**src/rtl/cw_pkg.sv**
```systemverilog
// Shared constant-weight code definitions: geometry, state encoding and the Golomb
// parameter rule used by both the encoder and the decoder.
package cw_pkg;
   localparam int N    = 2048;
   localparam int T    = 10;
   localparam int CW_W = 11;
   localparam int NR_W = 12;
   localparam int TR_W = 4;
   localparam int D_W  = 4;

   localparam logic [2:0] S_IDLE    = 3'd0;
   localparam logic [2:0] S_WAIT_CW = 3'd1;
   localparam logic [2:0] S_UNARY   = 3'd2;
   localparam logic [2:0] S_BINARY  = 3'd3;
   localparam logic [2:0] S_FLUSH   = 3'd4;
   localparam logic [2:0] S_DONE    = 3'd5;

   function automatic logic [D_W-1:0] msb_idx(input logic [NR_W-1:0] v);
      logic [D_W-1:0] r;
      r = '0;
      for (int i = 0; i < NR_W; i++) begin
         if (v[i]) r = D_W'(i);
      end
      return r;
   endfunction

   // Number of binary remainder bits for the next gap.
   function automatic logic [D_W-1:0] golomb_d(input logic [NR_W-1:0] n_rem,
                                               input logic [TR_W-1:0] t_rem);
      logic [D_W-1:0] mn;
      logic [D_W-1:0] mt;
      mn = msb_idx(n_rem);
      mt = msb_idx({{(NR_W-TR_W){1'b0}}, t_rem});
      return (mn > mt) ? (mn - mt) : '0;
   endfunction
endpackage

```
**src/rtl/cw_bit_packer_1to8.sv**
```systemverilog
// Serial-to-byte packer: collects bits MSB-first and presents each byte on a
// valid/ready output; flush pads a partial byte with zeros in the LSBs.
module cw_bit_packer_1to8 (
   input  logic       clk,
   input  logic       rst,
   input  logic       clear,
   input  logic       bit_in,
   input  logic       bit_valid,
   output logic       bit_ready,
   input  logic       flush,
   output logic       empty,
   output logic [7:0] msg_byte,
   output logic       msg_valid,
   input  logic       msg_ready
);
   logic [7:0] shift_reg;
   logic [3:0] count_reg;
   logic [7:0] byte_reg;
   logic       valid_reg;
   logic       slot_free;

   assign slot_free = !valid_reg || msg_ready;
   assign bit_ready = slot_free;
   assign empty     = (count_reg == 4'd0);
   assign msg_byte  = byte_reg;
   assign msg_valid = valid_reg;

   always_ff @(posedge clk) begin
      if (rst || clear) begin
         shift_reg <= '0;
         count_reg <= '0;
         byte_reg  <= '0;
         valid_reg <= 1'b0;
      end else begin
         if (valid_reg && msg_ready) valid_reg <= 1'b0;
         if (bit_valid && slot_free) begin
            if (count_reg == 4'd7) begin
               byte_reg  <= {shift_reg[6:0], bit_in};
               valid_reg <= 1'b1;
               count_reg <= '0;
            end else begin
               shift_reg <= {shift_reg[6:0], bit_in};
               count_reg <= count_reg + 4'd1;
            end
         end else if (flush && (count_reg != 4'd0) && slot_free) begin
            // Only the low count_reg bits are live; shifting pushes stale bits out the top.
            byte_reg  <= shift_reg << (4'd8 - count_reg);
            valid_reg <= 1'b1;
            count_reg <= '0;
         end
      end
   end
endmodule

```
**src/rtl/cw_decoder_main.sv**
```systemverilog
// Constant-weight decoder: turns T increasing nonzero positions back into the
// Golomb-coded message bit stream and packs it into bytes.
module cw_decoder_main
   import cw_pkg::*;
(
   input  logic            clk,
   input  logic            rst,
   input  logic            start,
   input  logic [CW_W-1:0] cw_word,
   input  logic            cw_valid,
   output logic            cw_ready,
   output logic [7:0]      msg_byte,
   output logic            msg_valid,
   input  logic            msg_ready,
   output logic            msg_done,
   output logic            err
);
   logic [2:0]      state_reg;
   logic [NR_W-1:0] prev_pos_reg;
   logic [NR_W-1:0] n_rem_reg;
   logic [NR_W-1:0] delta_reg;
   logic [NR_W-1:0] q_reg;
   logic [TR_W-1:0] t_rem_reg;
   logic [D_W-1:0]  d_reg;
   logic [D_W-1:0]  bit_idx_reg;
   logic            err_reg;

   logic [NR_W-1:0] delta_w;
   logic [NR_W-1:0] q_w;
   logic [D_W-1:0]  d_w;
   logic            accept;
   logic            bad_word;
   logic            bit_valid;
   logic            bit_in;
   logic            bit_ready;
   logic            bit_step;
   logic            pk_flush;
   logic            pk_clear;
   logic            pk_empty;

   always_comb begin
      cw_ready  = (state_reg == S_WAIT_CW);
      accept    = cw_valid && cw_ready;
      // prev_pos of all-ones stands for -1, so the first gap is simply the position.
      delta_w   = {1'b0, cw_word} - prev_pos_reg - 12'd1;
      d_w       = golomb_d(n_rem_reg, t_rem_reg);
      q_w       = delta_w >> d_w;
      bad_word  = ($signed({1'b0, cw_word}) <= $signed(prev_pos_reg)) ||
                  (({1'b0, delta_w} + 13'd1) > {1'b0, n_rem_reg}) ||
                  (q_w > n_rem_reg);
      bit_valid = (state_reg == S_UNARY) || (state_reg == S_BINARY);
      bit_in    = (state_reg == S_UNARY) ? (q_reg != '0) : delta_reg[bit_idx_reg];
      bit_step  = bit_valid && bit_ready;
      pk_flush  = (state_reg == S_FLUSH);
      pk_clear  = accept && bad_word;
      msg_done  = ((state_reg == S_FLUSH) || (state_reg == S_DONE)) &&
                  pk_empty && msg_valid && msg_ready;
      err       = err_reg;
   end

   cw_bit_packer_1to8 u_packer (
      .clk       (clk),
      .rst       (rst),
      .clear     (pk_clear),
      .bit_in    (bit_in),
      .bit_valid (bit_valid),
      .bit_ready (bit_ready),
      .flush     (pk_flush),
      .empty     (pk_empty),
      .msg_byte  (msg_byte),
      .msg_valid (msg_valid),
      .msg_ready (msg_ready)
   );

   always_ff @(posedge clk) begin
      if (rst) begin
         state_reg    <= S_IDLE;
         prev_pos_reg <= '1;
         n_rem_reg    <= NR_W'(N);
         t_rem_reg    <= TR_W'(T);
         delta_reg    <= '0;
         q_reg        <= '0;
         d_reg        <= '0;
         bit_idx_reg  <= '0;
         err_reg      <= 1'b0;
      end else begin
         case (state_reg)
            S_IDLE: begin
               if (start) begin
                  state_reg    <= S_WAIT_CW;
                  prev_pos_reg <= '1;
                  n_rem_reg    <= NR_W'(N);
                  t_rem_reg    <= TR_W'(T);
                  err_reg      <= 1'b0;
               end
            end
            S_WAIT_CW: begin
               if (accept) begin
                  if (bad_word) begin
                     state_reg <= S_IDLE;
                     err_reg   <= 1'b1;
                  end else begin
                     delta_reg    <= delta_w;
                     q_reg        <= q_w;
                     d_reg        <= d_w;
                     n_rem_reg    <= n_rem_reg - delta_w - 12'd1;
                     t_rem_reg    <= t_rem_reg - 4'd1;
                     prev_pos_reg <= {1'b0, cw_word};
                     state_reg    <= S_UNARY;
                  end
               end
            end
            S_UNARY: begin
               if (bit_step) begin
                  if (q_reg != '0) begin
                     q_reg <= q_reg - 12'd1;
                  end else if (d_reg == '0) begin
                     state_reg <= (t_rem_reg == '0) ? S_FLUSH : S_WAIT_CW;
                  end else begin
                     bit_idx_reg <= d_reg - 4'd1;
                     state_reg   <= S_BINARY;
                  end
               end
            end
            S_BINARY: begin
               if (bit_step) begin
                  if (bit_idx_reg == '0) begin
                     state_reg <= (t_rem_reg == '0) ? S_FLUSH : S_WAIT_CW;
                  end else begin
                     bit_idx_reg <= bit_idx_reg - 4'd1;
                  end
               end
            end
            S_FLUSH: begin
               // The final byte may already be handed over while still in FLUSH.
               if (pk_empty) state_reg <= (msg_done || !msg_valid) ? S_IDLE : S_DONE;
            end
            S_DONE: begin
               if (msg_done || !msg_valid) state_reg <= S_IDLE;
            end
            default: state_reg <= S_IDLE;
         endcase
      end
   end
endmodule
```
**config.mk**
```make
export PLATFORM = sky130hd
export DESIGN_NAME = cw_decoder_main
export DESIGN_NICKNAME = d
export VERILOG_FILES = /design/src/rtl/cw_pkg.sv /design/src/rtl/cw_bit_packer_1to8.sv /design/src/rtl/cw_decoder_main.sv
export SDC_FILE = /design/constraint.sdc
export NUM_CORES = 1
export LEC_CHECK = 0
export ABC_CLOCK_PERIOD_IN_PS = 6250
export CAP_MARGIN = 20
export CORE_MARGIN = 1
export CORE_UTILIZATION = 28
export CTS_CLUSTER_DIAMETER = 80
export DETAILED_ROUTE_END_ITERATION = 12
export GPL_ROUTABILITY_DRIVEN = 1
export PLACE_DENSITY_LB_ADDON = 0.05
export SLEW_MARGIN = 10
export SYNTH_ARGS = -nofsm -noshare
export SYNTH_HDL_FRONTEND = slang
export SYNTH_SLANG_ARGS = --single-unit
export TNS_END_PERCENT = 10
```
**constraint.sdc**
```tcl
create_clock -name clk -period 6.25 [get_ports clk]
set_input_delay 0.9375 -clock clk [delete_from_list [all_inputs] [get_ports clk]]
set_output_delay 0.9375 -clock clk [all_outputs]
set_load 0.02 [all_outputs]
```
# After elaboration in Yosys (flattened, before gate mapping)
# Cells that the tools add are included.
[totals]
latch_bits = 0
mem_bits_rw = 0
inputBits = 16
mem_bits_ro = 0
memories = 0
out_inout_bits = 12
register_bits = 85
elab_cells = 158
[classes]
reduce_logical = 36
addsub = 12
mul = 0
n_mux = 68
eq_ne = 20
n_bitwise = 2
n_div = 0
n_lt_le_gt_ge = 5
shifts = 2
[ops]
columns = ["op", "n"]
rows = [
  ["two-way mux 12 bit", 10],
  ["two-way mux 4 bit", 24],
  ["case mux 12 bit (2 select lines)", 3],
  ["subtractor 12 x 1 -> 12 bit (second input constant)", 3],
  ["two-way mux 3 bit", 11],
  ["two-way mux 8 bit", 3],
  ["case mux 3 bit (6 select lines)", 1],
  ["logical NOT 4 bit", 4],
  ["!= test 2 bit (second input constant)", 8],
  ["case mux 4 bit (2 select lines)", 2],
  ["adder 12 x 1 -> 13 bit (second input constant)", 1],
  ["> comparator 13 x 12 -> 1 bit", 1],
  ["> comparator 12 bit", 1],
  ["<= comparator 12 bit", 1],
  ["!= test 2 x 1 -> 1 bit (second input constant)", 6],
  ["nonzero test 12 bit", 1],
  [">> shifter 12 x 4 -> 12 bit", 1],
  ["subtractor 11 x 12 -> 12 bit", 1],
  ["subtractor 12 bit", 1],
  ["subtractor 4 x 1 -> 4 bit (second input constant)", 3],
  ["two-way mux 1 bit", 11],
  ["logical AND 1 bit", 9],
  ["AND reduction 4 bit", 2],
  ["AND reduction 8 bit", 1],
  ["other kinds (23)", 36],
]

# Logic depth before layout (Yosys ltp)
# Gate-level depths: netlist of the first run.
[depth]
ltp_word = 19
mapped_depth = 30
mapped_depth_nobuf = 27

# Cells and area by module
# From an unflattened synthesis of the first run, not the netlist that was laid out.
[hier_totals]
hier_cells = 875
area_unflattened_um2 = 6894.1
[modules_own_cells]
columns = ["mod", "cells_per_inst", "instances", "seq_area_each_um2", "area_per_inst_um2"]
rows = [
  ["cw_decoder_main", 736, 1, 1281.2, 5665.4],
  ["cw_bit_packer_1to8", 139, 1, 420.4, 1228.7],
]

# Worst setup path before layout of the first run
# No wires, ideal clock.
[synth_timing]
kind = "register -> register"
from = "register n_rem_reg[2]"
to = "register n_rem_reg[11]"
n_path_buf = 2
stages_incl_launch_ff = 30
setup_ns = 0.126
arrival_time_ns = 5.359
required_ns = 6.124
period_less_slack_ns = 5.486
slack_ns = 0.764
cell_sequence = "dfxtp_1 > inv_1 > a21oi_1 > o21ai_0 > a21oi_1 > o21ai_0 > a21oi_1 > ha_1 > inv_1 > fa_1 > a21boi_0 > nor3_1 > nand2b_1 > clkbuf_1 > nor2_1 > a2111oi_0 > a211oi_1 > a211o_1 > nand2_1 > ha_1 > nor2b_1 > o211ai_1 > a21oi_1 > o31ai_1 > nand3_1 > a211oi_1 > nand2_1 > buf_4 > o21ai_0 > nand3_1"
[synth_between]
elab_chain_cells = 17
elab_cells_between_ends = 25
classes_between = "3 x add/sub; 3 x order compare; 1 x eq/ne; 1 x shift; 14 x mux; 3 x reduce/logical"
[synth_lines]
columns = ["element", "line", "text"]
rows = [
  ["start, declared", "cw_decoder_main.sv:20", "logic [NR_W-1:0] n_rem_reg;"],
  ["start signal, assigned", "cw_decoder_main.sv:79", "n_rem_reg <= NR_W'(N);"],
  ["start signal, assigned", "cw_decoder_main.sv:92", "n_rem_reg <= NR_W'(N);"],
  ["start signal, assigned", "cw_decoder_main.sv:106", "n_rem_reg <= n_rem_reg - delta_w - 12'd1;"],
  ["two-way mux 4 bit (10 in series)", "cw_pkg.sv:22", "if (v[i]) r = D_W'(i);"],
  ["subtractor 4 bit / > comparator 4 bit (equally long branches)", "cw_pkg.sv:34", "return (mn > mt) ? (mn - mt) : '0;"],
  ["two-way mux 4 bit", "cw_pkg.sv:34", ""],
  [">> shifter 12 x 4 -> 12 bit", "cw_decoder_main.sv:47", "q_w = delta_w >> d_w;"],
  ["> comparator 12 bit", "cw_decoder_main.sv:50", "(q_w > n_rem_reg);"],
  ["logical OR 1 bit", "cw_decoder_main.sv:49", "(({1'b0, delta_w} + 13'd1) > {1'b0, n_rem_reg}) ||"],
  ["!= test 2 bit (no source line)", "--", ""],
  ["AND reduction 4 bit (no source line)", "--", ""],
]
# Several ways; a longest one is shown, not always the timed one. The select of a mux whose other input is x is not followed.
# A chain may end at the register's enable or synchronous reset.

# Final worst setup path of the first run
[layout_timing]
from = "input cw_word[0]"
to = "register prev_pos_reg[10]"
[layout_between]
elab_chain_cells = 8
elab_cells_between_ends = 11
classes_between = "3 x add/sub; 3 x order compare; 1 x eq/ne; 1 x shift; 3 x reduce/logical"
[layout_lines]
columns = ["element", "line", "text"]
rows = [
  ["start, declared", "cw_decoder_main.sv:9", "input logic [CW_W-1:0] cw_word,"],
  ["subtractor 11 x 12 -> 12 bit", "cw_decoder_main.sv:45", "delta_w = {1'b0, cw_word} - prev_pos_reg - 12'd1;"],
  ["subtractor 12 x 1 -> 12 bit", "cw_decoder_main.sv:45", ""],
  ["adder 12 x 1 -> 13 bit", "cw_decoder_main.sv:49", ""],
  ["> comparator 13 x 12 -> 1 bit", "cw_decoder_main.sv:49", ""],
  ["logical OR 1 bit", "cw_decoder_main.sv:48", "bad_word = ($signed({1'b0, cw_word}) <= $signed(prev_pos_reg)) ||"],
  ["logical OR 1 bit (*)", "cw_decoder_main.sv:49", ""],
  ["!= test 2 bit (no source line) (*)", "--", ""],
  ["AND reduction 4 bit (no source line) (*)", "--", ""],
  ["end signal, assigned", "cw_decoder_main.sv:108", "prev_pos_reg <= {1'b0, cw_word};"],
  ["end, declared", "cw_decoder_main.sv:19", "logic [NR_W-1:0] prev_pos_reg;"],
]
# Every way passes the cells marked *; elsewhere a longest branch is shown, timed or not.

==> results of run 1 <==
## cell usage after synthesis, types with 4 or more instances
cell       number  area [sq um]
nand2_1       107           402
nor2_1         90           338
a21oi_1        87           435
dfxtp_1        85          1700
ha_1           55           688
inv_1          51           191
o21ai_0        35           175
clkbuf_1       28           105
a211oi_1       27           203
mux2i_1        27           270
nand3_1        25           125
nor3_1         23           115
xnor2_1        23           201
o211ai_1       17           128
or3_1          13          81.3
a21o_1         11          82.6
a31oi_1        10          62.6
o2bb2ai_1      10          87.6
buf_2           9          45.0
nand2b_1        9          56.3
nand4_1         8          50.1
o21a_1          8          60.1
a211o_1         7          61.3
nor2b_1         7          43.8
xor2_1          7          61.3
and2_1          6          37.5
nor4_1          6          37.5
o31ai_1         6          45.0
and3_1          5          31.3
a22oi_1         4          30.0
mux2_2          4          45.0
mux4_2          4          90.1
or4_1           4          30.0
## worst max path at each step
stage,startpoint,endpoint,slack [ps],cells after the start
after floorplan,n_rem_reg[2],n_rem_reg[11],760,29
after global placement,cw_word[0],n_rem_reg[9],-360,21
after detailed placement,cw_word[0],prev_pos_reg[10],-330,25
after CTS,cw_word[0],prev_pos_reg[10],10,25
after global routing,cw_word[0],prev_pos_reg[10],20,26
final,cw_word[0],prev_pos_reg[10],300,25
## cell families after synthesis
logic type                 share of synthesized area
xor gates and xnor gates                      0.0390
buffers and inverters                         0.0608
muxes                                         0.0619
DFF                                            0.253
adders and majority gates                      0.111
AOI/OAI and AO/OA                              0.260
and+or+nand+nor                                0.215
## layout make-up
cell class	instances	area, sq um
clock buffer	9	225
clock inverter	7	108
fill	2589	15500
inverter	54	203
multi-input combinational	702	4670
sequential	85	1700
tap	319	399
timing repair buffer	87	716
## metrics by stage
step	hold slack, ps	power (mW)	setup slack (ps)
2_1_floorplan	434	1.94	764
3_3_place_gp	451	2.66	-360
3_5_place_dp	449	2.65	-334
4_1_cts	460	3.29	11.7
5_1_grt	499	3.55	19.4
6_report	456	3.29	301
## placed cells by master, fill, tap and decap left out, types with 4 or more instances in the layout
| master | instances |
|---|---|
| nand2_1 | 107 |
| nor2_1 | 90 |
| a21oi_1 | 86 |
| dfxtp_1 | 84 |
| buf_4 | 60 |
| ha_1 | 55 |
| inv_1 | 50 |
| o21ai_0 | 34 |
| mux2i_1 | 27 |
| a211oi_1 | 26 |
| clkdlybuf4s50_1 | 26 |
| nand3_1 | 25 |
| xnor2_1 | 21 |
| nor3_1 | 21 |
| o211ai_1 | 17 |
| or3_1 | 13 |
| a21o_1 | 11 |
| a31oi_1 | 10 |
| o2bb2ai_1 | 10 |
| clkbuf_16 | 9 |
| nand2b_1 | 8 |
| o21a_1 | 8 |
| nand4_1 | 8 |
| nor2b_1 | 7 |
| xor2_1 | 7 |
| a211o_1 | 7 |
| nor4_1 | 6 |
| and2_1 | 6 |
| o31ai_1 | 6 |
| and3_1 | 5 |
| or4_1 | 4 |
| mux2_2 | 4 |
| mux4_2 | 4 |
| a22oi_1 | 4 |
## repair_timing
item / 4_1_cts / 5_1_grt
gates resized for setup: 2 / 12
setup endpoints to repair: 48 / 79
endpoints found under the hold margin: 0 / 0
## where the power goes
| part | leakage (nW) | switching (mW) | internal (mW) |
|---|---|---|---|
| Clock | 0.163 | 0.264 | 0.357 |
| Combinational | 2.41 | 1.17 | 0.802 |
| Sequential | 0.689 | 0.0769 | 0.618 |
## tightest hold or removal path, stage by stage, from the launching register on
cell,delay (ps)
dfxtp_1,310
nand2_1,50
a21oi_1,50
## routing by layer
| layer | up-vias | global-route usage | wire length, microns |
|---|---|---|---|
| li1 | 3326 | - | - |
| met1 | 3126 | 0.248 | 10500 |
| met2 | 137 | 0.321 | 10700 |
| met3 | 30 | 0.0361 | 912 |
| met4 | 0 | 0.0684 | 620 |
| met5 | - | 0 | 0 |
==> flow_metrics.env, run 1 <==
export IMPL_syn2layout_area_growth_pct=19.1
export IMPL_initial_core_util=0.286
export IMPL_io_buffers=27
export IMPL_max_freq_mhz=168
export IMPL_run_status="completed"
export IMPL_p_per_area_nw_per_um2=410
export IMPL_synth_ff_type="dfxtp_1"
export IMPL_critPathLaunchType="input port"
export IMPL_dieArea_sq_um=24700
export IMPL_grt_start_max_net_pins=54
export IMPL_grt_util_all_layers=0.193
export IMPL_arrival_ps=6160
export IMPL_numCtsBuffers=9
export IMPL_grt_pass1_wl_mm=36.3
export IMPL_path_class="input port to flip-flop"
export IMPL_nets=1013
export IMPL_min_path_type="flip-flop to flip-flop"
export IMPL_wirelength_mm=22.7
export IMPL_finalInstanceArea_sq_um=8020
export IMPL_cts_tree="built"
export IMPL_yosysWarnings=0
export IMPL_skew_ps=14.3
export IMPL_slew_viol_final=0
export IMPL_syn_area_sq_um=6730
export IMPL_ctsHoldBuffers=0
export IMPL_whs_path_depth=2
export IMPL_required_ps=6470
export IMPL_crit_top_cell="buf_4"
export IMPL_antenna_left=0
export IMPL_postCtsSetupRepairBufs=0
export IMPL_hpwl_mm=17.9
export IMPL_die_h_microns=157
export IMPL_diodes=0
export IMPL_fin_crit_sh=0.952
export IMPL_crit_buf_inv=7
export IMPL_fin_cells=1263
export IMPL_worstMarginPinSlew_ps=898
export IMPL_clockBufferDepth=2
export IMPL_r2r_end="n_rem_reg[9]"
export IMPL_reg2reg_slack_ps=420
export IMPL_drt_iter0_drc=334
export IMPL_p_leak_nw=3.26
export IMPL_grt_pass1_vias=6557
export IMPL_via_per_inst=5.24
export IMPL_worstSetupEndpointType="flip-flop"
export IMPL_clock_sinks=85
export IMPL_avgSynthCellArea_sq_um=7.61
export IMPL_worstHoldStart="u_packer.shift_reg[7]"
export IMPL_htreeDepth=3
export IMPL_dp_cells=1247
export IMPL_synth_distinct_cells=72
export IMPL_worst_path_max_fanout=21
export IMPL_rsz0062_at_grt="false"
export IMPL_core_area_sq_um=23500
export IMPL_setup_viol=0
export IMPL_syn_nets=959
export IMPL_gp_congestion=0.891
export IMPL_vdd_ir_drop_max_v=0.000191
export IMPL_die_x_microns=157
export IMPL_async_flop_share=0
export IMPL_slew_headroom=0.396
export IMPL_routedWlPerCell_microns=18.0
export IMPL_drtPass1Iterations=5
export IMPL_yosysSeqAreaShare=0.253
export IMPL_crit_family="buffers and inverters"
export IMPL_io_pins=28
export IMPL_num_vias=6619
export IMPL_final_util=0.341
export IMPL_max_stage_delay_ps=510
export IMPL_grt_ovfl_total=0
export IMPL_drv_cap=0
export IMPL_drive_gt1_frac=0.117
export IMPL_antenna_found_initial=0
export IMPL_synth_edf_count=0
export IMPL_rows=56
export IMPL_drc=0
export IMPL_netlist_instances=885
export IMPL_post_route_min_period_ps=5950
export IMPL_root_buffer="clkbuf_16"
export IMPL_yosys_register_bits=85
export IMPL_final_setup_tns_ps=0
export IMPL_hold_viol=0
export IMPL_rr_startpoint="n_rem_reg[2]"
export IMPL_dpl_cell_area_sq_um=7650
export IMPL_clk_latency_ps=350
export IMPL_holdPathEnd="u_packer.shift_reg[7]"
export IMPL_rr_worst_depth=28
export IMPL_slowest_stage="clkdlybuf4s50_1"
export IMPL_cts_clk_slew_worst_paths_ps=70
No activity file was read; power rests on OpenSTA's default activity.
==> inputs of run 2 (changes only) <==
CORE_ASPECT_RATIO = 0.7   (was default)
==> run 2 against run 1 <==
Against the previous run:
- global-route usage down 0.074 points
- sequential cell count did not move
- non-clock buffer count shrank 9
- die area about the same
- final area down 1.0%
- cell count fell by 0.87%
- sequential power is essentially flat
- via count rose by 0.62%
- sequential share of layout area grew 0.20 points
- largest cell class unchanged
- highest routed layer unchanged
==> flow_metrics.env, run 2 (synthesized netlist as in run 1, its figures left out) <==
export IMPL_run_status="completed"
export IMPL_layout_common_cells="nand2_1 (107), nor2_1 (90), a21oi_1 (87)"
export IMPL_post_place_ws_ps=28.5
export IMPL_holdPathEnd="n_rem_reg[2]"
export IMPL_critPathLaunchType="flip-flop"
export IMPL_hold_viol=0
export IMPL_max_freq_mhz=169
export IMPL_r2r_end="n_rem_reg[9]"
export IMPL_grt_ovfl_total=0
export IMPL_required_ps=6540
export IMPL_slowest_stage="or4b_2"
export IMPL_min_path_type="flip-flop to flip-flop"
export IMPL_drc=0
export IMPL_die_x_microns=187
export IMPL_grt_start_max_net_pins=54
export IMPL_grt_util_all_layers=0.192
export IMPL_nets=1004
export IMPL_grt_pass1_vias=6201
export IMPL_cts_clk_slew_worst_paths_ps=70
export IMPL_clk_latency_ps=360
export IMPL_skew_ps=8.55
export IMPL_vdd_ir_drop_max_v=0.000157
export IMPL_grt_pass1_wl_mm=36.4
export IMPL_rows=47
export IMPL_slew_viol_final=0
export IMPL_slew_headroom=0.348
export IMPL_final_common_cell="nand2_1"
export IMPL_numCtsBuffers=9
export IMPL_setup_slack_ps=324
export IMPL_drtPass1Iterations=5
export IMPL_num_fill_cells=2504
export IMPL_via_per_inst=5.32
export IMPL_dp_cells=1237
export IMPL_worst_path_max_fanout=9
export IMPL_dieArea_sq_um=24700
export IMPL_post_route_min_period_ps=5930
export IMPL_gp_congestion=0.859
export IMPL_p_per_area_nw_per_um2=419
export IMPL_fin_crit_sh=0.948
export IMPL_fin_cells=1252
export IMPL_drive_gt1_frac=0.101
export IMPL_setup_viol=0
export IMPL_p_leak_nw=3.22
export IMPL_cts_tree="built"
export IMPL_syn2layout_area_growth_pct=17.9
export IMPL_io_pins=28
export IMPL_crit_top_cell="a21oi_1"
export IMPL_arrival_ps=6220
export IMPL_num_vias=6660
export IMPL_path_class="flip-flop to flip-flop"
export IMPL_worstHoldStart="n_rem_reg[2]"
export IMPL_worstMarginPinSlew_ps=968
export IMPL_root_buffer="clkbuf_16"
export IMPL_routedWlPerCell_microns=18.8
export IMPL_drv_cap=0
export IMPL_io_buffers=27
export IMPL_core_area_sq_um=23600
export IMPL_antenna_left=0
export IMPL_initial_core_util=0.285
export IMPL_drt_iter0_drc=464
export IMPL_wirelength_mm=23.5
export IMPL_clock_sinks=85
export IMPL_antenna_found_initial=0
export IMPL_reg2reg_slack_ps=320
export IMPL_die_h_microns=132
export IMPL_htreeDepth=3
export IMPL_ctsHoldBuffers=0
export IMPL_rsz0062_at_grt="false"
export IMPL_diodes=0
export IMPL_rr_worst_depth=28
export IMPL_max_stage_delay_ps=640
export IMPL_rr_startpoint="n_rem_reg[2]"
export IMPL_worstSetupEndpointType="flip-flop"
export IMPL_hpwl_mm=18.3
export IMPL_whs_path_depth=2
export IMPL_clockBufferDepth=2
run 2: cell type report:
| cell class | count | area (sq um) | area share |
|---|---|---|---|
| multi-input cells | 702 | 4640 | 0.585 |
| clock inverters | 5 | 108 | 0.0136 |
| clock buffers | 10 | 239 | 0.0301 |
| flip-flops and latches | 85 | 1700 | 0.214 |
| well taps | 318 | 398 | 0.0501 |
| inverters | 54 | 203 | 0.0255 |
| repair buffers | 78 | 648 | 0.0816 |
run 2: layer usage:
layer	vias up	track usage	wire, microns
li1	3297	-	-
met2	156	0.250	8790
met3	19	0.0410	1200
met1	3188	0.310	13300
met5	-	0	0
met4	0	0.0437	233
run 2: worst max-delay path, delay by kind of cell (launching register included):
kind                       cells  cell delay [ps]
DFF                            1              350
AOI/OAI and AO/OA             12             1800
muxes                          2              660
buffers and inverters          4              540
and+or+nand+nor                7             1600
adders and majority gates      3              890
run 2: stage by stage:
stage	area (sq um)	util	total power, mW	hold WS, ps	setup TNS [ps]
floorplan	6730	-	1.94	434	0
global placement	7580	0.321	2.65	463	-7.77
detailed placement	7580	0.321	2.65	463	0
CTS	7920	0.335	3.32	477	0
global route	7940	0.336	3.57	501	0
finish	7940	0.336	3.33	475	0
run 2: worst max path at each step:
stage	from	endpoint	slack, ps
final	n_rem_reg[2]	n_rem_reg[9]	320
after global routing	n_rem_reg[2]	n_rem_reg[1]	20
after detailed placement	cw_word[0]	n_rem_reg[11]	30
after CTS	n_rem_reg[2]	n_rem_reg[11]	100
after global placement	cw_word[0]	n_rem_reg[11]	-8
after floorplan	n_rem_reg[2]	n_rem_reg[11]	760
run 2: where the power goes:
part           leakage [nW]  switching (mW)  total, mW  internal, mW
registers             0.688          0.0792      0.697         0.618
logic                  2.36            1.19       1.98         0.786
clock network         0.169           0.252      0.654         0.402
total                  3.22            1.52       3.33          1.81
run 2: repair_timing:
action                                  4_1_cts  5_1_grt
gates resized for setup                       0        6
hold endpoints to repair                      0        0
setup buffers                                 0        0
endpoints found under the setup margin        0       79
